File: src/rtl/uart_pkg.sv
// Shared UART constants and the command-assembler state type.
package uart_pkg;

  // Clock cycles per serial bit and per 10-bit character.
  localparam int unsigned BAUD_DIV    = 2604;
  localparam int unsigned CHAR_CYCLES = 10 * BAUD_DIV;

  // Default inter-byte timeout: four character times.
  localparam int unsigned DEFAULT_TIMEOUT_CYCLES = 4 * CHAR_CYCLES;

  typedef enum logic [0:0] {
    IDLE,
    COLLECT
  } asm_state_t;

endpackage

File: src/rtl/uart_cmd_assembler.sv
// Packs NUM_BYTES received UART bytes (first byte most significant) into one
// command word with a cmd_rdy / clr_cmd_rdy handshake. A partial command is
// dropped when the gap between bytes reaches TIMEOUT_CYCLES.
module uart_cmd_assembler
  import uart_pkg::*;
#(
  parameter int unsigned NUM_BYTES      = 3,
  parameter int unsigned TIMEOUT_CYCLES = DEFAULT_TIMEOUT_CYCLES
) (
  input  logic                   clk,
  input  logic                   rst_n,
  input  logic [7:0]             rx_data,
  input  logic                   rx_rdy,
  output logic                   rx_rdy_clr,
  input  logic                   clr_cmd_rdy,
  output logic [8*NUM_BYTES-1:0] cmd,
  output logic                   cmd_rdy,
  output logic                   overrun
);

  localparam int unsigned CmdW = 8 * NUM_BYTES;
  localparam int unsigned ShW  = 8 * (NUM_BYTES - 1);
  localparam int unsigned CntW = $clog2(TIMEOUT_CYCLES);
  localparam int unsigned IdxW = $clog2(NUM_BYTES + 1);

  localparam logic [CntW-1:0] CntLast = CntW'(TIMEOUT_CYCLES - 1);
  localparam logic [IdxW-1:0] IdxLast = IdxW'(NUM_BYTES - 1);
  localparam logic [IdxW-1:0] IdxOne  = IdxW'(1);

  asm_state_t      state_q;
  logic [IdxW-1:0] idx_q;
  logic [CntW-1:0] cnt_q;
  logic [ShW-1:0]  shift_q;

  logic            accept;
  logic            complete;
  logic            timed_out;
  logic [CmdW-1:0] shift_ext;

  // A byte is taken only while no clear is in flight, so a level rx_rdy that
  // drops one cycle after the clear is never captured twice.
  assign accept    = rx_rdy & ~rx_rdy_clr;
  assign shift_ext = {shift_q, rx_data};
  assign complete  = accept && (state_q == COLLECT) && (idx_q == IdxLast);
  // An arriving byte takes priority over the timeout.
  assign timed_out = !accept && (state_q == COLLECT) && (cnt_q == CntLast);

  // Byte handshake, collection FSM and the registered command outputs.
  always_ff @(posedge clk or negedge rst_n) begin
    if (!rst_n) begin
      state_q    <= IDLE;
      idx_q      <= '0;
      cnt_q      <= '0;
      shift_q    <= '0;
      rx_rdy_clr <= 1'b0;
      cmd        <= '0;
      cmd_rdy    <= 1'b0;
      overrun    <= 1'b0;
    end else begin
      rx_rdy_clr <= accept;

      unique case (state_q)
        IDLE: begin
          cnt_q <= '0;
          idx_q <= '0;
          if (accept) begin
            shift_q <= shift_ext[ShW-1:0];
            idx_q   <= IdxOne;
            state_q <= COLLECT;
          end
        end
        COLLECT: begin
          if (accept) begin
            shift_q <= shift_ext[ShW-1:0];
            cnt_q   <= '0;
            if (complete) begin
              idx_q   <= '0;
              state_q <= IDLE;
            end else begin
              idx_q <= idx_q + IdxOne;
            end
          end else if (timed_out) begin
            idx_q   <= '0;
            cnt_q   <= '0;
            state_q <= IDLE;
          end else begin
            cnt_q <= cnt_q + CntW'(1);
          end
        end
        default: begin
          state_q <= IDLE;
          idx_q   <= '0;
          cnt_q   <= '0;
        end
      endcase

      // Completion has priority over the consumer's clear.
      if (clr_cmd_rdy) begin
        cmd_rdy <= 1'b0;
        overrun <= 1'b0;
      end
      if (complete) begin
        cmd     <= shift_ext;
        cmd_rdy <= 1'b1;
        if (cmd_rdy && !clr_cmd_rdy) begin
          overrun <= 1'b1;
        end
      end
    end
  end

endmodule

File: config.mk
export PLATFORM = sky130hd
export DESIGN_NAME = uart_cmd_assembler
export DESIGN_NICKNAME = d
export VERILOG_FILES = /design/src/rtl/uart_pkg.sv /design/src/rtl/uart_cmd_assembler.sv
export SDC_FILE = /design/constraint.sdc
export NUM_CORES = 1
export LEC_CHECK = 0
export CAP_MARGIN = 0
export CORE_AREA = 2 2 72 74
export CTS_CLUSTER_SIZE = 14
export DETAILED_ROUTE_END_ITERATION = 10
export DIE_AREA = 0 0 74 76
export PLACE_DENSITY_LB_ADDON = 0.25
export SYNTH_ARGS = -nofsm -noshare
export SYNTH_HDL_FRONTEND = slang
export SYNTH_SLANG_ARGS = --single-unit
File: constraint.sdc
create_clock -name clk -period 4.4 [get_ports clk]
set_input_delay 0.44 -clock clk [delete_from_list [all_inputs] [get_ports clk]]
set_output_delay 0.44 -clock clk [all_outputs]
set_load 0.01 [all_outputs]
==> metrics.txt, run 1 <==
most frequent cells after synthesis dfrtp_1, nand2_1, mux2_2; main combinational cell family by area after synthesis simple AND/OR/NAND/NOR gates; ys async rst share 100%; final core utilization 65.8%; setup total negative slack 0 ns; Compound-Gate Fraction of Synth Area 2.05%; Fillers 384; Mean Syn Cell Area 11.3 µm²; Nets 284; ranking of synthesized cells by area dfrtp_1, mux2_2, nand2_1; Post-Synth Adder-Cell Area 0.489%; Synth area leader dfrtp_1; number of cell rows 26; Synth Instances 227; post-synthesis simple-gate area fraction 17.7%; leak pwr 0.00146 µW; GPL Wtd Cong 0.806; ratio of cells with drive above 1 in the final layout 18.5%; Post-Syn Area 2560 µm²; # IOs 39; gr usage total 17.3%; vias post-DR 1,736; Slew Limit Fails 0; Core Footprint 4910 µm²; YS warnings 0; average wire per standard cell 12.4 µm; Non-Filler Instances 346; post-cts sizing count 0; n_diodes 0; CP max FO 26; Setup-failing EPs final 0; maximum clock path buffer count 2; RSZ-0062 raised after global routing false; initial core utilization 52.1%; HP Class input pin to asynchronous set/reset pin; Critical Path End Type register; ANT nets after route 0; Seq/Total Area, Yosys 61.6%; area added between synthesis and finish 26.1%; Num CTS Buffers 9; fmax 473 MHz; PD cells 519 nW/µm²; clk_lat worst skew 0.34 ns; Fin Clk Skew 0.00844 ns; Final WS setup 2.28 ns; crit share post-route 48.1%; count leader, synth dfrtp_1; relative slew slack 46.5%; final global-route overflow total 0; worst hold slack 0.242 ns; DIE AREA 5620 µm²; initial drt markers 75; via/cell ratio 5.02; Tmin final 2.12 ns; distinct cell type count after synthesis 32; antenna violations before repair 0; CP Data Arrival Time 2.34 ns; CTS Sinks 63; Cells after DPL 330; pre-CTS WS 1.90 ns; post-CTS setup buffer count 0; post-synth top area share 61.6%; Slew @ Worst Pin 0.802 ns; Horiz. Die Dim 74 µm; Final Hold Fails 0; mux cell area share after synthesis 10.9%; clk slew on worst S/H paths 0.07 ns; CTS tree yes; final HPWL from detailed placement 2.84 mm; Residual DRC 0; Yosys reg bits 63; die height 76 µm; CTS root buffer clkbuf_8; first-pass detailed-route iteration total 4; kind of critical path input pin to register; largest net degree at the start of global routing 64; syn_nets 240; Req. time, crit path 4.63 ns; CP Launch Type input pin; EDFF count, synth 0; DRT Wirelength 4.29 mm; FF/Latch Area 1580 µm²; maximum VDD drop 0.233 mV; H-tree depth 3; Max-Cap Viols 0; xor and xnor area share after synthesis 4.79%; outcome finished, final reports clean; port bufs 38; multi-input logic area 935 µm²; number of global-route vias before repair 1,680; Hold-fix buffers, CTS 0; Synth Flop Type dfrtp_1; global-route wire length before repair 7.44 mm
layout by cell type (no fill, tap or decap), types with 4 or more instances in the layout:
cell type | synthesis | layout
clkbuf_8 | 0 | 10
clkdlybuf4s50_1 | 0 | 37
dfrtp_1 | 63 | 63
inv_1 | 7 | 7
mux2_2 | 24 | 24
nand2_1 | 56 | 56
nand3_1 | 7 | 7
nor2_1 | 19 | 19
nor4_1 | 4 | 4
xnor2_1 | 11 | 11
through the flow:
step	power, µW	cell area, µm²
after floorplan	947	2560
after global placement	1180	3020
after detailed placement	1190	3020
after CTS	1700	3230
after global routing	1770	3230
final	1680	3230
state kept, by name, indices dropped and copies added (netlist names):
| signal | flops |
|---|---|
| state_q | 1 |
| rx_rdy_clr | 1 |
| cmd_rdy | 1 |
| shift_q | 16 |
| idx_q | 2 |
| cmd | 24 |
| overrun | 1 |
| cnt_q | 17 |
path summary, 6_finish.rpt:
kind	end	slack (ns)	cells past startpoint	startpoint
worst min-delay path	cmd[20]$_DFFE_PN0P_	0.24	2	rst_n
min in group clk	shift_q[9]$_DFFE_PN0P_	0.48	2	shift_q[9]$_DFFE_PN0P_
max in group asynchronous	cmd[8]$_DFFE_PN0P_	3.66	2	rst_n
worst max register to register	cmd[1]$_DFFE_PN0P_	2.38	4	rx_rdy_clr$_DFF_PN0_
worst max-delay path	cmd[1]$_DFFE_PN0P_	2.28	5	rx_rdy
worst min register to register	shift_q[9]$_DFFE_PN0P_	0.48	2	shift_q[9]$_DFFE_PN0P_
critical path, stage by stage:
cell and delay (ns):
clkdlybuf4s50_1 0.45, nand2b_1 0.42, nor3_4 0.29, buf_4 0.35, mux2_2 0.38
cell type report:
cell class | instances | area share (%)
flip-flops and latches | 63 | 48.8
multi-input cells | 149 | 28.9
repair buffers | 41 | 12.3
clock buffers | 10 | 4.26
well taps | 70 | 2.71
clock inverters | 6 | 2.17
inverters | 7 | 0.813
cells by family after synthesis:
group                      count (synthesis)
muxes                                     25
DFF                                       63
buffers and inverters                     15
xor gates and xnor gates                  14
and+or+nand+nor                          101
adders and majority gates                  1
AOI/OAI and AO/OA                          8
layer usage:
metal	up-vias	global-route usage (%)	wire, µm
li1	836	-	-
met1	849	21.9	1950
met2	42	26.4	2080
met3	9	6.35	177
met4	0	7.64	74
met5	-	0	0
report_power, final:
group          switching [µW]  internal [µW]  total [µW]
Sequential               67.9            703         771
Clock                     229            278         508
Combinational             149            250         399
(Power assumes the default switching activity.)
==> run 2, diff against run 1 <==
--- a/config.mk
+++ b/config.mk
@@ -6,10 +6,10 @@
 export NUM_CORES = 1
 export LEC_CHECK = 0
 export CAP_MARGIN = 0
-export CORE_AREA = 2 2 72 74
+export CORE_AREA = 2 2 77 79
 export CTS_CLUSTER_SIZE = 14
 export DETAILED_ROUTE_END_ITERATION = 10
-export DIE_AREA = 0 0 74 76
+export DIE_AREA = 0 0 79 81
 export PLACE_DENSITY_LB_ADDON = 0.25
 export SYNTH_ARGS = -nofsm -noshare
 export SYNTH_HDL_FRONTEND = slang
==> constraint.sdc (replaced) <==
create_clock -name clk -period 1.74 [get_ports clk]
set_input_delay 0.174 -clock clk [delete_from_list [all_inputs] [get_ports clk]]
set_output_delay 0.174 -clock clk [all_outputs]
set_load 0.01 [all_outputs]
==> metrics.txt, run 2 (synthesis gave the netlist of run 1 again) <==
RSZ-0062 raised after global routing false (unchanged); crit share post-route 97.5%; Tmin final 1.70 ns; initial core utilization 45.1% (was 52.1%); Residual DRC 0 (unchanged); area post-placement 3190 µm² (was 3020 µm²); CP Launch Type register (was input pin); Final Hold Fails 0 (unchanged); Horiz. Die Dim 79 µm (was 74 µm); DRT Wirelength 4.67 mm (was 4.29 mm); Non-Filler Instances 372 (was 346); # IOs 39 (unchanged); antenna violations before repair 0 (unchanged); Max-Cap Viols 0 (unchanged); ANT nets after route 0 (unchanged); outcome finished, final reports clean (unchanged); worst reg2reg path endpoint idx_q[1]$_DFFE_PN0P_ (was cmd[1]$_DFFE_PN0P_); number of cell rows 28 (was 26); worst r2r path cells 5 (was 4); Final Instance Area 3510 µm² (was 3230 µm²); n_diodes 0 (unchanged); final global-route overflow total 0 (unchanged); global-route wire length before repair 7.92 mm (was 7.44 mm); HP Class input pin to asynchronous set/reset pin (unchanged); relative slew slack 77.9% (was 46.5%); via/cell ratio 4.74 (was 5.02); Req. time, crit path 1.96 ns (was 4.63 ns); kind of critical path register to register (was input pin to register); Fin Clk Skew 0.00570 ns (was 0.00844 ns); Reg2Reg Setup Slack 0.04 ns (was 2.38 ns); CTS Sinks 63 (unchanged); worst r2r src cnt_q[15]$_DFF_PN0_ (was rx_rdy_clr$_DFF_PN0_); Worst path slowest cell or4_4 (was clkdlybuf4s50_1); Num CTS Buffers 9 (unchanged); clk slew on worst S/H paths 0.06 ns (was 0.07 ns); Largest Register cmd (unchanged); Critical Path End Type register (unchanged); critical path, cell by cell nand2_1 > or4_4 > o311ai_4 > buf_4 > mux2i_1 (was clkdlybuf4s50_1 > nand2b_1 > nor3_4 > buf_4 > mux2_2); PD cells 1300 nW/µm² (was 519 nW/µm²); average wire per standard cell 12.6 µm (was 12.4 µm); GPL Wtd Cong 0.781 (was 0.806); maximum VDD drop 0.572 mV (was 0.233 mV); CP max FO 10 (was 26); most common cell after layout, fill and taps aside dfrtp_1 (unchanged); Nets 305 (was 284); Slew Limit Fails 0 (unchanged); CP Data Arrival Time 1.91 ns (was 2.34 ns); critical path's largest stage delay 0.50 ns (was 0.45 ns); Largest register FFs 24 (unchanged); first-pass detailed-route iteration total 4 (unchanged); CTS root buffer clkbuf_8 (unchanged); H-tree depth 3 (unchanged); area added between synthesis and finish 37.2% (was 26.1%); leak pwr 0.00164 µW (was 0.00146 µW); Cells after DPL 352 (was 330); final HPWL from detailed placement 3.07 mm (was 2.84 mm); ratio of cells with drive above 1 in the final layout 25.3% (was 18.5%); Top Registers cmd x24, cnt_q x17, shift_q x16 (unchanged); clk_lat worst skew 0.34 ns (about the same); largest net degree at the start of global routing 64 (unchanged); number of global-route vias before repair 1,754 (was 1,680); gr usage total 16.4% (was 17.3%); fmax 589 MHz; Slew @ Worst Pin 0.331 ns (was 0.802 ns); Setup-failing EPs final 0 (unchanged); die height 81 µm (was 76 µm); initial drt markers 66 (was 75); maximum clock path buffer count 2 (unchanged); vias post-DR 1,762 (was 1,736); DIE AREA 6400 µm² (was 5620 µm²); port bufs 38 (unchanged); CTS tree yes (unchanged); most frequent cells in the layout dfrtp_1, nand2_1, clkdlybuf4s50_1 (unchanged); final core utilization 61.9% (was 65.8%); Core Footprint 5680 µm² (was 4910 µm²)
run 2: cell types whose count changed in the layout (fill, tap and decap cells not counted), moves of 2 or more:
cell        before  now
bufinv_16        1    3
clkinvlp_4       3    0
nand2_1         56   54
buf_4            3   19
nand2_2          0    2
buf_12           0    2
clkinv_4         2    0
run 2: worst max-delay path by stage:
| stage | end | depth (start not counted) | start | slack (ns) |
|---|---|---|---|---|
| 2_1_floorplan | cmd[0]$_DFFE_PN0P_ | 5 | rx_rdy_clr$_DFF_PN0_ | -0.009 |
| 3_3_place_gp | idx_q[1]$_DFFE_PN0P_ | 4 | cnt_q[11]$_DFF_PN0_ | 0.02 |
| 3_5_place_dp | idx_q[1]$_DFFE_PN0P_ | 4 | cnt_q[11]$_DFF_PN0_ | -0.02 |
| 4_1_cts | idx_q[1]$_DFFE_PN0P_ | 6 | cnt_q[10]$_DFF_PN0_ | 0.02 |
| 5_1_grt | cnt_q[15]$_DFF_PN0_ | 4 | cnt_q[0]$_DFF_PN0_ | 0.005 |
| 6_report | idx_q[1]$_DFFE_PN0P_ | 5 | cnt_q[15]$_DFF_PN0_ | 0.04 |
run 2: report_power, final:
part / switching, µW / total [µW] / internal, µW
combinational: 392 / 1060 / 673
clock: 543 / 1540 / 994
sequential: 172 / 1950 / 1780
run 2: routing by layer:
metal  vias to the layer above  wire length (µm)  global-route usage (%)
met5                         -                 0                       0
met4                         0                76                    7.76
met3                         8               151                    5.00
met2                        29              2240                    26.0
met1                       840              2200                    20.8
li1                        885                 -                       -
run 2: repair_timing:
| item | 4_1_cts | 5_1_grt |
|---|---|---|
| setup endpoints to repair | 2 | 19 |
| gates cloned | 1 | 0 |
| endpoints found under the hold margin | 63 | 0 |
| hold buffers | 1 | 0 |
| pin swaps | 1 | 4 |
| resized for setup | 4 | 5 |
| setup buffers | 2 | 1 |
run 2: area by class of cell:
class / instances / area (µm²)
clock buffers: 11 / 141
clock inverters: 5 / 104
fillers: 480 / 2160
inverters: 7 / 26.3
multi-input cells: 149 / 965
flip-flops and latches: 63 / 1580
well taps: 75 / 93.8
repair buffers: 62 / 607
run 2: stage by stage:
| stage | hold WS (ns) | total power (µW) | setup WS [ns] | setup TNS [ns] |
|---|---|---|---|---|
| floorplan | -0.122 | 2400 | -0.00879 | -0.102 |
| global placement | 0.210 | 3000 | 0.0179 | 0 |
| detailed placement | 0.213 | 3030 | -0.0151 | -0.0151 |
| CTS | 0.380 | 4620 | 0.0243 | 0 |
| global route | 0.402 | 4800 | 0.00475 | 0 |
| finish | 0.376 | 4550 | 0.0427 | 0 |
run 2: worst max-delay path, delay by kind of cell (launching register included):
kind,cells,cell delay [ns]
compound gates,1,0.30
mux,1,0.09
flops,1,0.39
simple gates,2,0.57
buf+inv,1,0.24
